`config.mk`:
```
export PLATFORM = sky130hd
export DESIGN_NAME = buzzer_score_ctrl
export DESIGN_NICKNAME = d
export VERILOG_FILES = /design/src/rtl/buzzer_score_ctrl.sv
export SDC_FILE = /design/constraint.sdc
export NUM_CORES = 1
export LEC_CHECK = 0
export ABC_CLOCK_PERIOD_IN_PS = 4000
export CAP_MARGIN = 20
export CORE_ASPECT_RATIO = 1.4
export CORE_MARGIN = 4
export CORE_UTILIZATION = 50
export CTS_BUF_LIST = sky130_fd_sc_hd__clkbuf_8
export CTS_CLUSTER_DIAMETER = 120
export DETAILED_ROUTE_END_ITERATION = 16
export GPL_TIMING_DRIVEN = 0
export PLACE_DENSITY_LB_ADDON = 0.25
export SYNTH_ARGS = -nofsm -noshare
export SYNTH_HDL_FRONTEND = slang
export SYNTH_SLANG_ARGS = --single-unit
```
`constraint.sdc`:
```
create_clock -name clk_100MHz -period 4 [get_ports clk_100MHz]
set_input_delay 0.6 -clock clk_100MHz [delete_from_list [all_inputs] [get_ports clk_100MHz]]
set_output_delay 0.6 -clock clk_100MHz [all_outputs]
set_load 0.02 [all_outputs]
```
`src/rtl/buzzer_score_ctrl.sv`:
```
// buzzer_score_ctrl
// Upstream controller for the scoreboard display driver. It debounces three
// team buzzers and three host buttons and locks out every team except the
// first one to buzz. It then applies the host's correct or wrong judgement
// to that team's two-digit BCD score.
//
// Ports:
//   clk_100MHz  system clock; all logic runs on the rising edge
//   rst_n       asynchronous active-low reset
//   btn_team    raw team buzzers (bit2 = A, bit1 = B, bit0 = C)
//   btn_start   raw host "arm round" button
//   btn_correct raw host "answer correct" button
//   btn_wrong   raw host "answer wrong" button
//   state       00 = IDLE, 01 = ARMED, 10 = LOCKED
//   ones, tens  BCD digits of the displayed team's score
//   thousands   one-hot displayed team (100 = A, 010 = B, 001 = C), 000 = none
module buzzer_score_ctrl #(
    parameter int DEBOUNCE_CYCLES = 1_000_000,
    parameter int DB_W            = 20
) (
    input  logic       clk_100MHz,
    input  logic       rst_n,
    input  logic [2:0] btn_team,
    input  logic       btn_start,
    input  logic       btn_correct,
    input  logic       btn_wrong,
    output logic [1:0] state,
    output logic [3:0] ones,
    output logic [3:0] tens,
    output logic [2:0] thousands
);

    typedef enum logic [1:0] {
        ST_IDLE   = 2'b00,
        ST_ARMED  = 2'b01,
        ST_LOCKED = 2'b10
    } state_e;

    typedef struct packed {
        logic [3:0] tens;
        logic [3:0] ones;
    } bcd_t;

    localparam int NCH = 6;
    localparam logic [DB_W-1:0] CNT_MAX = DB_W'(DEBOUNCE_CYCLES - 1);

    // Channel map: [5:3] = teams A/B/C, [2] = start, [1] = correct, [0] = wrong.
    logic [NCH-1:0]  raw;
    logic [NCH-1:0]  sync1_q, sync2_q, db_q, pulse_q;
    logic [DB_W-1:0] cnt_q [NCH];
    logic [NCH-1:0]  flip;

    assign raw = {btn_team, btn_start, btn_correct, btn_wrong};

    // A channel flips on the last cycle of its disagreement window. Every
    // channel goes through the same path, so raw-to-pulse latency is equal
    // and no team gains an edge from the order of the channels.
    always_comb begin
        for (int i = 0; i < NCH; i++) begin
            flip[i] = (sync2_q[i] != db_q[i]) && (cnt_q[i] == CNT_MAX);
        end
    end

    always_ff @(posedge clk_100MHz or negedge rst_n) begin
        if (!rst_n) begin
            sync1_q <= '0;
            sync2_q <= '0;
            db_q    <= '0;
            pulse_q <= '0;
            // NOTE: these per-channel arrays are plain flops, not RAM, so they
            // are cleared here with everything else. This keeps the debouncers
            // from starting with a false "pressed" level.
            for (int i = 0; i < NCH; i++) begin
                cnt_q[i] <= '0;
            end
        end else begin
            // NOTE: every sequential assignment uses <=. All flops then sample
            // pre-edge values, and the two synchroniser stages really are two
            // separate stages.
            sync1_q <= raw;
            sync2_q <= sync1_q;
            db_q    <= db_q ^ flip;
            // A press pulse comes only from a 0 -> 1 flip. Releases are dropped.
            pulse_q <= flip & ~db_q;
            for (int i = 0; i < NCH; i++) begin
                if (sync2_q[i] == db_q[i] || flip[i]) begin
                    cnt_q[i] <= '0;
                end else begin
                    cnt_q[i] <= cnt_q[i] + DB_W'(1);
                end
            end
        end
    end

    // Score arithmetic saturates at 99 and 00.
    function automatic bcd_t bcd_inc(input bcd_t v);
        bcd_t r;
        r = v;
        if (v.tens == 4'd9 && v.ones == 4'd9) begin
            r = v;
        end else if (v.ones == 4'd9) begin
            r.ones = 4'd0;
            r.tens = v.tens + 4'd1;
        end else begin
            r.ones = v.ones + 4'd1;
        end
        return r;
    endfunction

    function automatic bcd_t bcd_dec(input bcd_t v);
        bcd_t r;
        r = v;
        if (v.tens == 4'd0 && v.ones == 4'd0) begin
            r = v;
        end else if (v.ones == 4'd0) begin
            r.ones = 4'd9;
            r.tens = v.tens - 4'd1;
        end else begin
            r.ones = v.ones - 4'd1;
        end
        return r;
    endfunction

    state_e     state_q, state_d;
    logic [2:0] thousands_q, thousands_d;
    logic [3:0] ones_q, ones_d, tens_q, tens_d;
    bcd_t       score_q [3];
    bcd_t       score_d [3];

    logic [2:0] team_p, winner;
    bcd_t       win_score, cur_score, new_score;

    assign team_p = pulse_q[5:3];

    always_comb begin
        // NOTE: every variable gets its default before any branch. No path
        // leaves one unassigned, so no latch can be inferred.
        state_d     = state_q;
        thousands_d = thousands_q;
        ones_d      = ones_q;
        tens_d      = tens_q;
        score_d     = score_q;
        win_score   = '0;
        cur_score   = '0;
        new_score   = '0;

        // Fixed priority A > B > C for buzzes that land in the same cycle.
        if (team_p[2])      winner = 3'b100;
        else if (team_p[1]) winner = 3'b010;
        else                winner = 3'b001;

        for (int i = 0; i < 3; i++) begin
            if (winner[i])      win_score = score_q[i];
            if (thousands_q[i]) cur_score = score_q[i];
        end

        // Correct takes precedence when both judgement buttons arrive together.
        new_score = pulse_q[1] ? bcd_inc(cur_score) : bcd_dec(cur_score);

        case (state_q)
            ST_IDLE: begin
                if (pulse_q[2]) begin
                    state_d     = ST_ARMED;
                    thousands_d = 3'b000;
                    ones_d      = 4'd0;
                    tens_d      = 4'd0;
                end
            end
            ST_ARMED: begin
                if (|team_p) begin
                    state_d     = ST_LOCKED;
                    thousands_d = winner;
                    ones_d      = win_score.ones;
                    tens_d      = win_score.tens;
                end
            end
            ST_LOCKED: begin
                if (pulse_q[1] || pulse_q[0]) begin
                    state_d = ST_IDLE;
                    ones_d  = new_score.ones;
                    tens_d  = new_score.tens;
                    for (int i = 0; i < 3; i++) begin
                        if (thousands_q[i]) score_d[i] = new_score;
                    end
                end
            end
            default: state_d = ST_IDLE;
        endcase
    end

    always_ff @(posedge clk_100MHz or negedge rst_n) begin
        if (!rst_n) begin
            state_q     <= ST_IDLE;
            thousands_q <= 3'b000;
            ones_q      <= 4'd0;
            tens_q      <= 4'd0;
            for (int i = 0; i < 3; i++) begin
                score_q[i] <= '0;
            end
        end else begin
            state_q     <= state_d;
            thousands_q <= thousands_d;
            ones_q      <= ones_d;
            tens_q      <= tens_d;
            score_q     <= score_d;
        end
    end

    assign state     = state_q;
    assign thousands = thousands_q;
    assign ones      = ones_q;
    assign tens      = tens_q;

endmodule

```
Word level (Yosys, flattened, before mapping)
Cells that the tools add are included.
W data, S select, Z words.
{"block": "totals", "output_inout_bits": 13, "elab_cells": 120, "register_bits": 181, "input_bits": 8}
{"block": "classes", "reduce_logical": 27, "bitwise_logic": 3, "eq_ne": 25, "n_mux": 35, "add_sub_neg": 10}
{"op": "$add A20 B1 Y20 const B", "n": 6}
{"op": "$eq A20 B20 Y1 const B", "n": 6}
{"op": "$mux W20", "n": 6}
{"op": "$mux W8", "n": 9}
{"op": "$mux W4", "n": 9}
{"op": "$pmux W4 S3", "n": 2}
{"op": "$reduce_and A3 Y1", "n": 5}
{"op": "$mux W3", "n": 3}
{"op": "$add A4 B1 Y4 const B", "n": 2}
{"op": "$eq A4 B4 Y1 const B", "n": 2}
{"op": "$logic_and A1 B1 Y1", "n": 8}
{"op": "$logic_not A4 Y1", "n": 2}
{"op": "$mux W2", "n": 4}
{"op": "$sub A4 B1 Y4 const B", "n": 2}
{"op": "$logic_or A1 B1 Y1", "n": 7}
{"op": "$and A6 B6 Y6", "n": 1}
{"op": "$eq A1 B1 Y1", "n": 6}
{"op": "$ne A1 B1 Y1", "n": 6}
{"op": "$ne A2 B2 Y1 const B", "n": 3}
{"op": "$not A6 Y6", "n": 1}
{"op": "$pmux W2 S3", "n": 1}
{"op": "$pmux W3 S2", "n": 1}
{"op": "$xor A6 B6 Y6", "n": 1}
{"op": "$reduce_and A4 Y1", "n": 1}
{"op": "6 further kinds", "n": 6}

Longest topological paths before layout
{"block": "depth", "word_depth": 9, "ltp_mapped": 12, "depth_no_buf": 10}

Worst setup path after synthesis
Ideal clock, no wire load.
{"block": "synth_timing", "path_type": "register -> register", "from": "register thousands_q[1], in the netlist thousands[1]", "to": "register tens_q[2], in the netlist tens[2]", "synth_period_minus_slack_ps": 2294, "stages_incl_launch_ff": 13, "n_path_buf": 2, "setup_time_ps": 144, "t_arrival_ps": 2151, "slack_ps": 1706, "required_time_ps": 3856, "cell_sequence": "dfrtp_1 buf_4 nand3b_1 a22o_1 buf_6 clkinv_4 ha_1 inv_1 a211oi_1 nand4_1 mux2i_1 and3_1 o221ai_1"}
{"block": "synth_between", "elab_chain_len": 8, "elab_cells_between_ends": 17, "classes_between": "add/sub (2); eq/ne (2); mux (9); reduce/logical (4)"}
{"item": "start: declaration", "line_no": "125", "rtl": "logic [2:0] thousands_q, thousands_d;"}
{"item": "start signal: assignment", "line_no": "202", "rtl": "thousands_q <= thousands_d;"}
{"item": "$mux W8 (*) (2 in series)", "line_no": "154", "rtl": "if (thousands_q[i]) cur_score = score_q[i];"}
{"item": "$sub A4 B1 Y4 (tied with other cells)", "line_no": "117", "rtl": "r.tens = v.tens - 4'd1;"}
{"item": "$mux W4 (tied with other cells)", "line_no": "115", "rtl": "end else if (v.ones == 4'd0) begin"}
{"item": "$mux W8, on equally long branches", "line_no": "113, 99"}
{"item": "$mux W8 (*)", "line_no": "158", "rtl": "new_score = pulse_q[1] ? bcd_inc(cur_score) : bcd_dec(cur_score);"}
{"item": "$mux W4 (*)", "line_no": "178", "rtl": "if (pulse_q[1] || pulse_q[0]) begin"}
{"item": "$pmux W4 S3 (*)", "line_no": "160", "rtl": "case (state_q)"}
{"item": "end signal: assignment", "line_no": "204", "rtl": "tens_q <= tens_d;"}
{"item": "end: declaration", "line_no": "126", "rtl": "logic [3:0] ones_q, ones_d, tens_q, tens_d;"}
Every way passes the cells marked *; elsewhere a longest branch is shown, timed or not. The select of a mux whose other input is x is not followed.
A chain may end at the register's enable or synchronous reset.

Worst setup path after layout
{"block": "layout_timing", "from": "register state_q[1], in the netlist state[1]", "to": "register ones_q[0], in the netlist ones[0]"}
{"block": "layout_between", "elab_chain_len": 3, "elab_cells_between_ends": 9, "classes_between": "eq/ne (5); mux (1); reduce/logical (3)"}
{"item": "start: declaration", "line_no": "124", "rtl": "state_e state_q, state_d;"}
{"item": "start signal: assignment", "line_no": "201", "rtl": "state_q <= state_d;"}
{"item": "$eq A2 B2 Y1 (tied with other cells)", "line_no": "160"}
{"item": "$ne A2 B2 Y1 (no line) or $reduce_bool A3 Y1 (tied branches)"}
{"item": "$reduce_and A4 Y1 (no line)"}
{"item": "end signal: assignment", "line_no": "203", "rtl": "ones_q <= ones_d;"}
{"item": "end: declaration", "line_no": "126"}
Parallel ways exist; a longest one is shown, timed or not.

==> run_results.csv <==
group,metric,value,unit
clock_tree,cts_tree,"done",
worst_setup_path,critical-path-top-delay-family,"compound AO/OA/AOI/OAI gates",
grt,gr-usage-met2,0.323,
clock_tree,clk_latency,0.46,ns
sta,worst_pin_slew,0.716,ns
sta,grt_setup_unrepaired,"false",
sta,drv_slew,0,
grt,grt_use_met1,0.226,
yosys,yosys_warnings,0,
placement,post-place-ws,1.39,ns
yosys,yosysUniqueCellTypes,59,
finish,final_common_cell,"dfrtp_1",
yosys,syn_area,8820,um^2
grt,grt.busiest_layer,"met2",
drt,vias_per_cell,5.36,
grt,grt_first_pass_wirelength,29.5,mm
grt,grt_use_met3,0.0388,
clock_tree,clk_pin_slew,0.10,ns
drt,remaining_drc_errors,0,
finish,syn_to_final_growth,10.5,%
drt,wirelength,16.9,mm
worst_setup_path,path_cells,"inv_1 > ha_1 > nor4b_1 > a21oi_1 > a21boi_2 > and2b_1 > nand3_1 > o221ai_1",
power,max-vdd-ir-drop,0.216,mV
grt,grt_pass1_vias,6244,
yosys,yosysTopAreaCellShare,0.513,
clock_tree,ctsResizeCount,0,
power,leakage,4.14,nW
clock_tree,cts-root-buf,"clkbuf_8",
placement,dpl.hpwl,12.1,mm
clock_tree,hold_buffers,0,
worst_setup_path,start_kind,"flip-flop",
sta,fmax,0.380,GHz
yosys,yosys.area_share.simple,0.237,
die,fp.dieW,120,um
clock_tree,cts.sinks,181,
clock_tree,postCtsSetupBuffers,0,
yosys,yosysTopAreaCell,"dfrtp_1",
yosys,syn_avg_cell_area,9.89,um^2
worst_setup_path,crit_buf_inv,1,
yosys,yosys_register_bits,181,
power,powerDensity,327,nW/um^2
worst_setup_path,end_kind,"flip-flop",
worst_setup_path,cp.depth,8,
clock_tree,cts_buffer_depth,2,
die,die_h,165,um
sta,finalCritPeriodShare,0.658,
clock_tree,numCtsBuffers,17,
worst_setup_path,critical_path_class,"reg -> reg",
drt,dr.pass1.iters,4,
sta,setup_ws,1.37,ns
die,start_util,0.509,
yosys,synth_top_family_by_area,"simple AND/OR/NAND/NOR gates",
status,status,"finished, final reports clean",
worst_setup_path,r2r_cells,8,
yosys,synth_mux_area_frac,0.0190,
job,max_cap_viol_count,0,
yosys,yosysSeqAreaShare,0.513,
grt,grt_max_degree,97,
worst_setup_path,crit_arrival,2.99,ns
clock_tree,htree_levels,4,
sta,setup_viol,0,
die,num_rows,57,
finish,diodes,0,
drt,drt_iter0_drc,456,
yosys,syn_nets,913,
min_path,hold_path.class,"in -> async",
finish,fillerInstances,1540,
sta,finalClockSkew,0.0155,ns
yosys,synth_edf_count,0,
yosys,synth_xor_area_frac,0.112,
grt,grt_usage,0.183,
finish,nets,953,
die,core,17300,um^2
sta,max_slew_margin,0.523,
placement,gp_congestion,0.936,
grt,antenna_found_initial,0,
placement,io_buffers,20,
sta,finalHoldViolations,0,
yosys,synthCells,892,
die,ios,21,
drt,via_count,6325,
sta,holdWs,0.138,ns
drt,wl_per_cell,14.3,um
die,floorplan.die_area,19900,um^2
worst_setup_path,critPathMaxStageDelay,0.43,ns
grt,grt_overflow,0,
drt,drt.antenna.violating_nets,0,
finish,final_layout_size_suffix_gt1_frac,0.0720,
yosys,yosys-top-cells-area,"dfrtp_1, xor2_1, nor2_1",
worst_setup_path,crit_fanout,8,
worst_setup_path,cp.required,4.36,ns
finish,most-common-layout-cells,"dfrtp_1, nor2_1, nand2_1",
worst_setup_path,critPathSlowestCell,"dfrtp_1",
sta,period_needed,2.63,ns
yosys,synthArstFlopShare,1.00,
yosys,synth_adder_area_share,0.0184,
yosys,synth_compound_area_frac,0.0756,
yosys,synth_ff_type,"dfrtp_1",
-- flip-flops by register name (all words and copies together), names as in the netlist, named ones only --
name / flops
cnt_q: 120
ones: 4
pulse_q: 6
score_q: 24
state: 2
sync1_q: 6
sync2_q: 6
tens: 4
thousands: 3
-- layout make-up --
class | count | area (um^2) | area share
plain buffers | 22 | 120 | 0.0123
clock buffers | 19 | 262 | 0.0268
clock inverters | 13 | 141 | 0.0145
inverters | 24 | 95.1 | 0.00975
multi-input cells | 665 | 4080 | 0.418
flip-flops and latches | 181 | 4530 | 0.464
well taps | 236 | 295 | 0.0303
repair buffers | 21 | 233 | 0.0239
-- synthesized netlist by cell type (4+ instances only) --
| cell type | n |
|---|---|
| o221ai_1 | 5 |
| o31ai_1 | 5 |
| nand3b_1 | 9 |
| nor4b_1 | 5 |
| nor4_1 | 15 |
| a22o_1 | 7 |
| dfrtp_1 | 181 |
| ha_1 | 13 |
| and3_1 | 20 |
| mux2_2 | 6 |
| mux2i_1 | 10 |
| nor3b_1 | 4 |
| xnor2_1 | 44 |
| nand3_1 | 67 |
| buf_2 | 6 |
| nand4_1 | 20 |
| a22oi_2 | 4 |
| and4_1 | 13 |
| nor3_1 | 15 |
| inv_1 | 22 |
| clkbuf_1 | 10 |
| nor2_1 | 140 |
| a21oi_1 | 14 |
| o21ai_1 | 7 |
| nand2_1 | 92 |
| xor2_1 | 69 |
| o21ai_0 | 33 |
-- where the power goes --
group          total (mW)  internal, mW  switching (mW)
combinational      0.0951        0.0289          0.0662
sequential           1.87          1.85          0.0205
clock                1.23         0.546           0.681
total                3.19          2.42           0.768
-- logic make-up (layout without fill, tap and decap cells) --
| logic type | Yosys count | count (layout) |
|---|---|---|
| multiplexers | 16 | 16 |
| adder cells (fa/ha/maj) | 13 | 13 |
| buffers and inverters | 46 | 99 |
| XOR/XNOR | 113 | 113 |
| AO/OA/AOI/OAI | 98 | 98 |
| AND/OR/NAND/NOR | 425 | 425 |
| flip-flops | 181 | 181 |
-- per-stage QoR --
stage	utilization	TNS, ns	std cells	power [mW]	instance area, um^2
after floorplan	-	0	892	1.94	8820
after CTS	0.563	0	1181	3.25	9760
after global routing	0.563	0	1181	3.34	9760
after detailed placement	0.540	0	1149	2.01	9350
after global placement	0.538	-934.93	1148	2.00	9320
final	0.563	0	1181	3.19	9760
-- routing by layer --
layer  vias to the layer above  part of all wire
met5                         -                 0
met3                        19             0.023
met1                      3070              0.44
li1                       3172                 -
met4                         0             0.017
met2                        64              0.52
-- final timing paths --
path / from / endpoint / slack [ns]
max reg2reg: state[1]$_DFFE_PN0P_ / ones[0]$_DFFE_PN0P_ / 1.37
min in group clk_100MHz: sync1_q[2]$_DFF_PN0_ / sync2_q[2]$_DFF_PN0_ / 0.36
min reg2reg: sync1_q[2]$_DFF_PN0_ / sync2_q[2]$_DFF_PN0_ / 0.36
min: rst_n / tens[1]$_DFFE_PN0P_ / 0.14
max: state[1]$_DFFE_PN0P_ / ones[0]$_DFFE_PN0P_ / 1.37
max in group asynchronous: rst_n / cnt_q[58]$_DFF_PN0_ / 2.96
(Power assumes the default switching activity.)
